===== config.mk =====
export PLATFORM = sky130hd
export DESIGN_NAME = vram_arbiter
export DESIGN_NICKNAME = d
export VERILOG_FILES = /design/src/rtl/vram_arbiter.sv
export SDC_FILE = /design/constraint.sdc
export NUM_CORES = 1
export LEC_CHECK = 0
export BUFFER_PORTS_ARGS = -buffer_cell sky130_fd_sc_hd__buf_2
export CORE_UTILIZATION = 35
export DETAILED_ROUTE_END_ITERATION = 8
export HOLD_SLACK_MARGIN = 0.08
export PLACE_DENSITY = 0.66
export SYNTH_ARGS = -nofsm -noshare
export SYNTH_HDL_FRONTEND = slang
export SYNTH_SLANG_ARGS = --single-unit

===== constraint.sdc =====
create_clock -name px_clk -period 8.3 [get_ports px_clk]
set_clock_uncertainty 0.15 [all_clocks]
set_input_delay 1.245 -clock px_clk [delete_from_list [all_inputs] [get_ports px_clk]]
set_output_delay 1.245 -clock px_clk [all_outputs]
set_load 0.1 [all_outputs]

===== src/rtl/vram_arbiter.sv =====
// Shares the character RAM between per-cell display fetch (slot at hc==HBP+8k-2, always wins) and terminal writes.
// Write grant is combinational, wr_ack follows one cycle later; next grant no sooner than 3 cycles; char outputs registered.
module vram_arbiter #(
   parameter int HBP    = 632,
   parameter int VBP    = 422,
   parameter int COLS   = 64,
   parameter int ROWS   = 16,
   parameter int ADDR_W = 11,
   parameter int DATA_W = 8
) (
   input  logic              px_clk,
   input  logic              clr_n,
   input  logic [10:0]       hc,
   input  logic [10:0]       vc,
   input  logic              wr_req,
   input  logic [ADDR_W-1:0] wr_addr,
   input  logic [DATA_W-1:0] wr_data,
   output logic              wr_ack,
   output logic [ADDR_W-1:0] mem_addr,
   output logic              mem_we,
   output logic [DATA_W-1:0] mem_wdata,
   input  logic [DATA_W-1:0] mem_rdata,
   output logic [DATA_W-1:0] char_code,
   output logic [3:0]        font_row,
   output logic              char_valid
);

   localparam logic [10:0]       SLOT_HC0 = 11'(HBP - 2);
   localparam logic [10:0]       CAP_HC0  = 11'(HBP - 1);
   localparam logic [10:0]       HC_LAST  = 11'(HBP + COLS * 8 - 1);
   localparam logic [10:0]       VC_FIRST = 11'(VBP);
   localparam logic [10:0]       VC_LAST  = 11'(VBP + ROWS * 16 - 1);
   localparam logic [7:0]        COLS_C   = 8'(COLS);
   localparam logic [ADDR_W-1:0] COLS_A   = ADDR_W'(COLS);
   localparam logic [ADDR_W:0]   CELLS    = (ADDR_W + 1)'(COLS * ROWS);

   typedef enum logic [1:0] {S_IDLE, S_WRITE, S_ACK} state_t;

   state_t            state_q, state_d;
   logic              wr_ack_q, wr_ack_d;
   logic [DATA_W-1:0] char_code_q, char_code_d;
   logic [3:0]        font_row_q, font_row_d;
   logic              char_valid_q, char_valid_d;

   logic [10:0]       vc_rel, hc_slot, hc_cap;
   logic              vc_vis, slot, capture, grant, in_range;
   logic [ADDR_W-1:0] disp_addr;

   // Offsets are only trusted after the >= guard, so wrapped small hc never aliases a slot.
   assign vc_rel    = vc - VC_FIRST;
   assign vc_vis    = (vc >= VC_FIRST) && (vc <= VC_LAST);
   assign hc_slot   = hc - SLOT_HC0;
   assign hc_cap    = hc - CAP_HC0;
   assign slot      = vc_vis && (hc >= SLOT_HC0) && (hc_slot[2:0] == 3'd0) && (hc_slot[10:3] < COLS_C);
   assign capture   = vc_vis && (hc >= CAP_HC0) && (hc_cap[2:0] == 3'd0) && (hc_cap[10:3] < COLS_C);
   assign disp_addr = ADDR_W'(vc_rel[10:4]) * COLS_A + ADDR_W'(hc_slot[10:3]);
   assign in_range  = {1'b0, wr_addr} < CELLS;

   always_comb begin
      state_d   = state_q;
      grant     = 1'b0;
      mem_addr  = '0;
      mem_we    = 1'b0;
      mem_wdata = '0;
      case (state_q)
         S_IDLE: begin
            if (wr_req && !slot) begin
               grant   = 1'b1;
               state_d = S_WRITE;
            end
         end
         S_WRITE: state_d = S_ACK;
         S_ACK:   state_d = S_IDLE;
         default: state_d = S_IDLE;
      endcase
      wr_ack_d = grant;
      if (slot) begin
         mem_addr = disp_addr;
      end else if (grant) begin
         mem_addr  = wr_addr;
         mem_wdata = wr_data;
         mem_we    = in_range;
      end
   end

   // Capture lands one cycle after the slot read, so char_code spans exactly the 8 pixels of its cell.
   always_comb begin
      char_code_d  = char_code_q;
      font_row_d   = font_row_q;
      char_valid_d = char_valid_q;
      if (!vc_vis) begin
         char_valid_d = 1'b0;
      end else if (capture) begin
         char_code_d  = mem_rdata;
         font_row_d   = vc_rel[3:0];
         char_valid_d = 1'b1;
      end else if (hc == HC_LAST) begin
         char_valid_d = 1'b0;
      end
   end

   always_ff @(posedge px_clk or negedge clr_n) begin
      if (!clr_n) begin
         state_q      <= S_IDLE;
         wr_ack_q     <= 1'b0;
         char_code_q  <= '0;
         font_row_q   <= '0;
         char_valid_q <= 1'b0;
      end else begin
         state_q      <= state_d;
         wr_ack_q     <= wr_ack_d;
         char_code_q  <= char_code_d;
         font_row_q   <= font_row_d;
         char_valid_q <= char_valid_d;
      end
   end

   assign wr_ack     = wr_ack_q;
   assign char_code  = char_code_q;
   assign font_row   = font_row_q;
   assign char_valid = char_valid_q;

endmodule


==> metrics.md, run 1 <==
| Metric | Value |
|---|---|
| Hold Path Stages | 1 |
| Post-CTS sizing | 0 |
| Commonest non-fill, non-tap cell in the layout | buf_2 |
| HP Start | state_q[1] |
| Final hold viol count | 0 |
| Gpl congestion | 0.920 |
| Post-route clock period utilization | 66.2% |
| Filler cell count | 407 |
| Root buf cell | clkbuf_8 |
| GRT Total Usage | 15.6% |
| Vias post-DR | 1471 |
| DRT Wirelength | 3500 microns |
| Reg2Reg Depth | 2 |
| Critical path's most frequent cell | buf_2 |
| Max stage delay on crit path | 0.88 ns |
| Largest net degree at the start of global routing | 23 |
| Hold_buf cts | 0 |
| Pins Over Slew Limit | 0 |
| Status | finished, final reports clean |
| CP required | 6.90 ns |
| Worst reg2reg endpoint | wr_ack |
| Worst-path clk slew | 0.06 ns |
| Most frequent cells in the layout | buf_2 (85), nand2_1 (18), dfrtp_1 (16) |
| Setup violations, final | 0 |
| Post-route core utilization | 49.1% |
| Cts bufs inserted | 3 |
| Post-detail-place hpwl | 2850 microns |
| Die ar. | 0.00454 sq mm |
| Setup bufs post-CTS | 0 |
| Die W | 67.4 microns |
| Area Growth Syn to Fin | 33.1% |
| CP max FO | 22 |
| Vias in the first global route | 1259 |
| Hold Path Sink | state_q[1] |
| Residual DRC | 0 |
| Netlist cell types | 46 |
| Layout Nets | 299 |
| Mapped cell area | 0.00150 sq mm |
| Highest clock rate | 182 MHz |
| FF-to-FF setup slack | 6.59 ns |
| #FFs+latches synth | 16 |
| Ant diodes | 0 |
| Crit path buf inv count | 2 |
| P_leak | 1.18 nW |
| Syn Inst Count | 159 |
| Asr flop ratio synth | 100% |
| Wire length per cell | 12.1 microns |
| Clk_lat worst skew | 0.24 ns |
| R2r startpoint | state_q[0] |
| Global-route wire length before repair | 5410 microns |
| Initial core utilization | 36.8% |
| Router iterations before antenna repair | 4 |
| Post-synth EDFFs | 0 |
| Worst slew margin relative to its limit | 27.6% |
| Predominant post-synthesis flop cell | dfrtp_1 |
| Pwr dens | 184 mW/mm^2 |
| Hold Crit Class | register to register |
| Die Span Y | 67.4 microns |
| CTS H-Tree Depth | 1 |
| Sequential cell area fraction in the yosys report | 26.8% |
| Setup tns final | 0 ns |
| Ys Warns | 0 |
| I/O pin total | 86 |
| Worst Setup End Kind | primary output |
| Max clock buf depth | 2 |
| TritonCTS sink count | 16 |
| Syn nets | 217 |
| Top Family by Delay on Critical Path | simple AND/OR/NAND/NOR gates |
| Min Clock Period, post-route | 5.49 ns |
| Worst slew pin tran | 1.08 ns |
| Core ar. | 0.00406 sq mm |
| Core Rows | 23 |
| Crit-path cells | buf_2 > ha_1 > o31a_1 > o21ai_0 > a221oi_2 > nand4_1 > mux2i_1 > buf_2 |
| RSZ-0062 raised after global routing | no |
| Startpoint types | primary input |
| Antenna-violating nets left | 0 |
| Arr. time, crit path | 4.10 ns |
| CP max-delay cell | nand4_1 |
| Crit Path Category | primary input to primary output |
| Congestion Overflow GR | 0 |
| CTS tree | yes |
| Ratio of cells with drive above 1 in the final layout | 44.2% |
| Vias per Instance | 5.07 |
| Initial antenna violation count | 0 |
| Port Buf Inserts | 85 |
| Peak supply drop | 94.3 uV |
| Max-cap violations | 0 |
| 1st-iter DRT viols | 40 |
| Avg Cell Area, Syn | 9.40 sq um |
-- per-stage QoR --
stage | power, W | instance area (sq um) | cells | hold WS [ns] | worst slack [ns]
6_report | 0.000366 | 1990 | 290 | 0.303 | 2.81
5_1_grt | 0.000385 | 1990 | 290 | 0.321 | 2.53
4_1_cts | 0.000370 | 1990 | 290 | 0.305 | 2.79
3_5_place_dp | 0.000301 | 1940 | 286 | 0.295 | 2.79
3_3_place_gp | 0.000299 | 1940 | 286 | 0.290 | 2.87
2_1_floorplan | 0.000260 | 1500 | 159 | 0.254 | 2.42
-- area by class of cell --
class | count | area, sq um | share of cell area (%)
Sequential cell | 16 | 400 | 20.1
Tap cell | 50 | 62.6 | 3.14
Inverter | 9 | 33.8 | 1.70
Timing Repair Buffer | 85 | 425 | 21.4
Clock buffer | 4 | 55.1 | 2.77
Multi-Input combinational cell | 126 | 1010 | 50.9
-- worst max path at each step --
stage,to,cells after the start,slack (ns),start
final,mem_addr[9],8,2.81,vc[1]
after CTS,mem_addr[9],8,2.79,vc[1]
after global routing,mem_addr[9],8,2.53,vc[1]
after floorplan,mem_addr[10],12,2.42,hc[1]
after detailed placement,mem_addr[9],8,2.79,vc[1]
after global placement,mem_addr[9],8,2.87,vc[1]
-- report_power, final --
| part | internal, W | total, W | switching (W) |
|---|---|---|---|
| sequential | 0.0000872 | 0.0000917 | 0.00000452 |
| clock | 0.0000420 | 0.0000676 | 0.0000256 |
| combinational | 0.0000481 | 0.000207 | 0.000159 |
| total | 0.000177 | 0.000366 | 0.000189 |
-- cells in the mapped netlist (2+ instances only) --
cell | number | area share [%]
nand2_1 | 18 | 4.5
dfrtp_1 | 16 | 27
mux2i_1 | 12 | 8.0
and3_1 | 10 | 4.2
inv_1 | 9 | 2.3
mux2_4 | 9 | 9.0
xnor2_1 | 8 | 4.7
nor2_1 | 7 | 1.8
a21oi_1 | 6 | 2.0
xor2_1 | 6 | 3.5
ha_1 | 5 | 4.2
nand3_1 | 5 | 1.7
o21ai_0 | 4 | 1.3
and2_1 | 3 | 1.3
buf_2 | 3 | 1.0
a211o_1 | 2 | 1.2
buf_6 | 2 | 1.5
clkbuf_1 | 2 | 0.50
mux2_2 | 2 | 1.5
nand4_1 | 2 | 0.84
nor2b_1 | 2 | 0.84
nor3b_1 | 2 | 1.0
-- kinds of logic (layout without fill, tap and decap cells) --
logic type	after synthesis	after routing	synth area share, %
compound gates	26	26	14.1
buf+inv	17	98	5.77
mux	23	23	18.6
fa+ha+maj	6	6	5.52
flops	16	16	26.8
simple gates	57	57	21.1
xor+xnor	14	14	8.20
-- registers in the layout, summed over array words and instances (netlist names) --
register,cells
char_code,8
font_row,4
state_q,2
char_valid,1
wr_ack,1
-- worst reg2reg max path: stages, from the launching register on --
cell and delay, ns:
dfrtp_1 0.38, nor3b_2 0.88, and2_1 0.24
-- layer usage --
metal / share of wire [%] / global-route usage, %
met5: 0 / 0
met4: 0.54 / 3.72
met3: 6.7 / 2.87
met2: 49 / 27.4
met1: 43 / 19.4
(Power assumes the default switching activity.)
==> run 2, diff against run 1 <==
--- a/config.mk
+++ b/config.mk
@@ -9,7 +9,7 @@
 export CORE_UTILIZATION = 35
 export DETAILED_ROUTE_END_ITERATION = 8
 export HOLD_SLACK_MARGIN = 0.08
-export PLACE_DENSITY = 0.66
+export PLACE_DENSITY = 0.69
 export SYNTH_ARGS = -nofsm -noshare
 export SYNTH_HDL_FRONTEND = slang
 export SYNTH_SLANG_ARGS = --single-unit
==> constraint.sdc (replaced) <==
create_clock -name px_clk -period 4.8 [get_ports px_clk]
set_clock_uncertainty 0.15 [all_clocks]
set_input_delay 0.72 -clock px_clk [delete_from_list [all_inputs] [get_ports px_clk]]
set_output_delay 0.72 -clock px_clk [all_outputs]
set_load 0.1 [all_outputs]
==> metrics.md, run 2 (synthesis results as in run 1) <==
| Metric | Value |
|---|---|
| Root buf cell | clkbuf_8 |
| Worst-path clk slew | 0.06 ns |
| Clk_lat worst skew | 0.25 ns |
| CTS H-Tree Depth | 1 |
| Post-CTS sizing | 0 |
| Die Span Y | 67.4 microns |
| P_leak | 1.18 nW |
| Wire length per cell | 11.8 microns |
| Cts bufs inserted | 3 |
| TritonCTS sink count | 16 |
| CP max-delay cell | buf_2 |
| GRT Total Usage | 15.6% |
| Clock power frac | 18.5% |
| Critical Path Start | hc[1] |
| Final hold viol count | 0 |
| Startpoint types | primary input |
| Core ar. | 0.00406 sq mm |
| CTS tree | yes |
| Global-route wire length before repair | 5380 microns |
| I/O pin total | 86 |
| Ratio of cells with drive above 1 in the final layout | 44.8% |
| Vias in the first global route | 1244 |
| Max-cap violations | 0 |
| Max clock buf depth | 2 |
| Hold_buf cts | 0 |
| Pint | 0.000307 W |
| Port Buf Inserts | 85 |
| Initial antenna violation count | 0 |
| Highest clock rate | 237 MHz |
| CP required | 3.93 ns |
| Sw frac | 51.5% |
| Flop pwr share | 25.1% |
| Commonest non-fill, non-tap cell in the layout | buf_2 |
| Filler cell count | 403 |
| Residual DRC | 0 |
| Congestion Overflow GR | 0 |
| FF-to-FF setup slack | 3.09 ns |
| Worst slew margin relative to its limit | 28.9% |
| Hold Crit Class | primary input to asynchronous set/reset pin |
| Crit Path Category | primary input to primary output |
| Pins Over Slew Limit | 0 |
| Die W | 67.4 microns |
| Most frequent cells in the layout | buf_2 (85), nand2_1 (18), dfrtp_1 (16) |
| Logic pwr share | 56.3% |
| RSZ-0062 raised after global routing | no |
| Arr. time, crit path | 3.35 ns |
| Post-route clock period utilization | 87.9% |
| Area Growth Syn to Fin | 33.9% |
| Pwr dens | 316 mW/mm^2 |
| Post-route cell area | 0.00200 sq mm |
| Status | finished, final reports clean |
| Gpl congestion | 0.809 |
| Core Rows | 23 |
| Antenna-violating nets left | 0 |
| Worst slew pin tran | 1.06 ns |
| Die ar. | 0.00454 sq mm |
| Setup tns final | 0 ns |
| Largest net degree at the start of global routing | 23 |
| Setup violations, final | 0 |
| Router iterations before antenna repair | 4 |
| Initial core utilization | 36.8% |
| Crit-path cells | buf_2 > ha_1 > o2111ai_2 > nand2_1 > xnor2_1 > ha_1 > inv_1 > fa_1 > nor2_1 > and3_1 > o21ai_0 > o2111a_1 > mux2i_2 > buf_2 |
| Net Sw Power | 0.000325 W |
| Min Clock Period, post-route | 4.22 ns |
| Vias per Instance | 4.96 |
| CP max FO | 4 |
| Cell Area, Placed | 0.00195 sq mm |
| Layout Nets | 300 |
| Largest register FFs | 8 |
| Peak supply drop | 298 uV |
| 1st-iter DRT viols | 26 |
| Post-detail-place hpwl | 2810 microns |
| Max stage delay on crit path | 0.45 ns |
| Worst Setup End Kind | primary output |
| Setup bufs post-CTS | 0 |
| Top Family by Delay on Critical Path | adder cells |
| Ant diodes | 0 |
| Vias post-DR | 1444 |
| Crit path buf inv count | 3 |
| R2r startpoint | state_q[0] |
| DRT Wirelength | 3440 microns |
[run 2: cell count changes in the layout (fill, tap and decap cells not counted)]
cell / change
buf_4: +1
mux2i_1: -1
mux2i_2: +1
[run 2: worst paths after layout]
check / to / cells after the start
worst max-delay path: mem_addr[10] / 14
worst min-delay path: char_code[1] / 1
worst max register to register: wr_ack / 2
worst min register to register: state_q[1] / 1
max in group asynchronous: char_code[2] / 1
min in group px_clk: state_q[1] / 1
[run 2: power groups by stage]
| stage | sequential [W] | combinational (W) | clock [W] |
|---|---|---|---|
| 6_report | 0.000159 | 0.000356 | 0.000117 |
| 5_1_grt | 0.000161 | 0.000377 | 0.000128 |
| 4_1_cts | 0.000159 | 0.000359 | 0.000122 |
| 3_5_place_dp | 0.000161 | 0.000359 | 0 |
| 3_3_place_gp | 0.000160 | 0.000357 | 0 |
| 2_1_floorplan | 0.000261 | 0.000188 | 0 |
[run 2: cell type report]
class	instances	area (sq um)	share of cell area (%)
tap	50	62.6	3.13
inverter	9	33.8	1.69
multi-input combinational	126	1020	50.8
timing repair buffer	86	433	21.6
clock buffer	4	55.1	2.75
sequential	16	400	20.0
[run 2: through the flow]
| step | setup slack, ns | util (%) | hold WS (ns) | cells | power [W] |
|---|---|---|---|---|---|
| CTS | 0.563 | 49.3 | 0.226 | 291 | 0.000640 |
| finish | 0.580 | 49.3 | 0.215 | 291 | 0.000632 |
| floorplan | 0.0524 | - | 0.254 | 159 | 0.000449 |
| detailed placement | 0.575 | 48.0 | 0.294 | 287 | 0.000520 |
| global placement | 0.630 | 48.0 | 0.284 | 287 | 0.000517 |
| global route | 0.303 | 49.3 | 0.243 | 291 | 0.000666 |
[run 2: metal layers]
layer	GRT usage, %	up-vias	share of wire, %
li1	-	733	-
met1	20.4	648	48
met2	26.3	59	44
met3	3.38	4	7.5
met4	3.19	0	0.87
met5	0	-	0
==> run 3, diff against run 2 <==
--- a/config.mk
+++ b/config.mk
@@ -9,7 +9,9 @@
 export CORE_UTILIZATION = 35
 export DETAILED_ROUTE_END_ITERATION = 8
 export HOLD_SLACK_MARGIN = 0.08
+export MAX_ROUTING_LAYER = met4
 export PLACE_DENSITY = 0.69
+export SLEW_MARGIN = 25
 export SYNTH_ARGS = -nofsm -noshare
 export SYNTH_HDL_FRONTEND = slang
 export SYNTH_SLANG_ARGS = --single-unit
==> metrics.md, run 3 (synthesis results as in run 1) <==
| Metric | Value |
|---|---|
| Status | finished, final reports clean |
| Post-CTS sizing | 0 |
| Max clock buf depth | 2 |
| Antenna-violating nets left | 0 |
| Multi-input gate area | 0.00102 sq mm |
| Top Family by Delay on Critical Path | adder cells |
| Setup bufs post-CTS | 0 |
| Die ar. | 0.00454 sq mm |
| Pins Over Slew Limit | 0 |
| Post-detail-place hpwl | 2810 microns |
| Die Span Y | 67.4 microns |
| Worst Setup End Kind | primary output |
| TritonCTS sink count | 16 |
| Pwr dens | 316 mW/mm^2 |
| Dpl cells | 287 |
| Fin Hold WS | 0.215 ns |
| Setup tns final | 0 ns |
| Area Growth Syn to Fin | 34.3% |
| Cts bufs inserted | 3 |
| Port Buf Inserts | 85 |
| Residual DRC | 0 |
| Hold Crit Class | primary input to asynchronous set/reset pin |
| 1st-iter DRT viols | 32 |
| Congestion Overflow GR | 0 |
| CP max-delay cell | buf_2 |
| Layout Cells excl Fill | 291 |
| Flip-flop and latch area | 400 sq um |
| Ant diodes | 0 |
| Die W | 67.4 microns |
| Hold_buf cts | 0 |
| Vias per Instance | 4.96 |
| Place WS | 0.575 ns |
| Router iterations before antenna repair | 4 |
| Post-route clock period utilization | 87.9% |
| CP required | 3.93 ns |
| Total power draw | 0.000634 W |
| Core Rows | 23 |
| Root buf cell | clkbuf_8 |
| CTS H-Tree Depth | 1 |
| Worst slew pin tran | 0.694 ns |
| Crit Path Category | primary input to primary output |
| Setup violations, final | 0 |
| Min Clock Period, post-route | 4.22 ns |
| DRT Wirelength | 3430 microns |
| Layout Nets | 300 |
| Max-cap violations | 0 |
| Startpoint types | primary input |
| I/O pin total | 86 |
| Commonest non-fill, non-tap cell in the layout | buf_2 |
| P_leak | 1.18 nW |
| GRT Total Usage | 16.1% |
| Most frequent cells in the layout | buf_2 (85), nand2_1 (18), dfrtp_1 (16) |
| Wire length per cell | 11.8 microns |
| Final hold viol count | 0 |
| CTS tree | yes |
| Gpl congestion | 0.821 |
| Setup slack after layout | 0.580 ns |
| Vias post-DR | 1444 |
| Worst-path clk slew | 0.06 ns |
| Max stage delay on crit path | 0.45 ns |
| Arr. time, crit path | 3.35 ns |
| Peak supply drop | 299 uV |
| Initial core utilization | 36.8% |
| RSZ-0062 raised after global routing | no |
| Largest register FFs | 8 |
| Crit-path cells | buf_2 > ha_1 > o2111ai_2 > nand2_1 > xnor2_1 > ha_1 > inv_1 > fa_1 > nor2_1 > and3_1 > o21ai_0 > o2111a_1 > mux2i_2 > buf_2 |
| Filler cell count | 402 |
| Worst slew margin relative to its limit | 53.7% |
| CP max FO | 4 |
| Core ar. | 0.00406 sq mm |
| Crit path buf inv count | 3 |
| Highest clock rate | 237 MHz |
| Vias in the first global route | 1247 |
| Largest net degree at the start of global routing | 23 |
| Initial antenna violation count | 0 |
| Global-route wire length before repair | 5390 microns |
| Ratio of cells with drive above 1 in the final layout | 44.8% |
| Clk_lat worst skew | 0.25 ns |
==> run 3: cell counts in the layout (fill, tap and decap cells not counted) <==
No cell type changed its count.
==> run 3: layout make-up <==
cell class              count  share of cell area, %
flip-flops and latches     16                   19.9
inverters                   9                   1.68
multi-input cells         126                   51.0
well taps                  50                   3.12
repair buffers             86                   21.6
clock buffers               4                   2.74
==> run 3: final timing paths <==
check,start,to,slack [ns],cells past startpoint
min in group px_clk,state_q[1],state_q[1],0.33,1
hold / removal,clr_n,char_code[1],0.22,1
setup reg to reg,state_q[0],wr_ack,3.34,2
setup / recovery,hc[1],mem_addr[10],0.58,14
hold reg to reg,state_q[1],state_q[1],0.33,1
max in group asynchronous,clr_n,char_code[2],4.03,1
==> run 3: per-stage QoR <==
stage	utilization [%]	instance area, sq um
6_report	49.5	2010
3_5_place_dp	48.0	1950
5_1_grt	49.5	2010
3_3_place_gp	48.0	1950
4_1_cts	49.3	2000
2_1_floorplan	-	1500
==> run 3: power by group <==
group / total (W) / switching (W) / internal (W)
logic: 0.000357 / 0.000273 / 0.0000840
registers: 0.000160 / 0.00000893 / 0.000151
clock network: 0.000117 / 0.0000445 / 0.0000727
total: 0.000634 / 0.000326 / 0.000308
==> run 3: layer usage <==
layer / part of all wire, % / global-route usage, % / up-vias
li1: - / - / 734
met1: 48 / 20.4 / 647
met2: 44 / 26.3 / 59
met3: 7.4 / 3.38 / 4
met4: 0.85 / 3.19 / 0
met5: 0 / - / -
==> run 3: worst register-to-register path, stage by stage (launching register included) <==
cell,delay (ns)
dfrtp_1,0.40
nor3b_4,0.62
and2_1,0.23
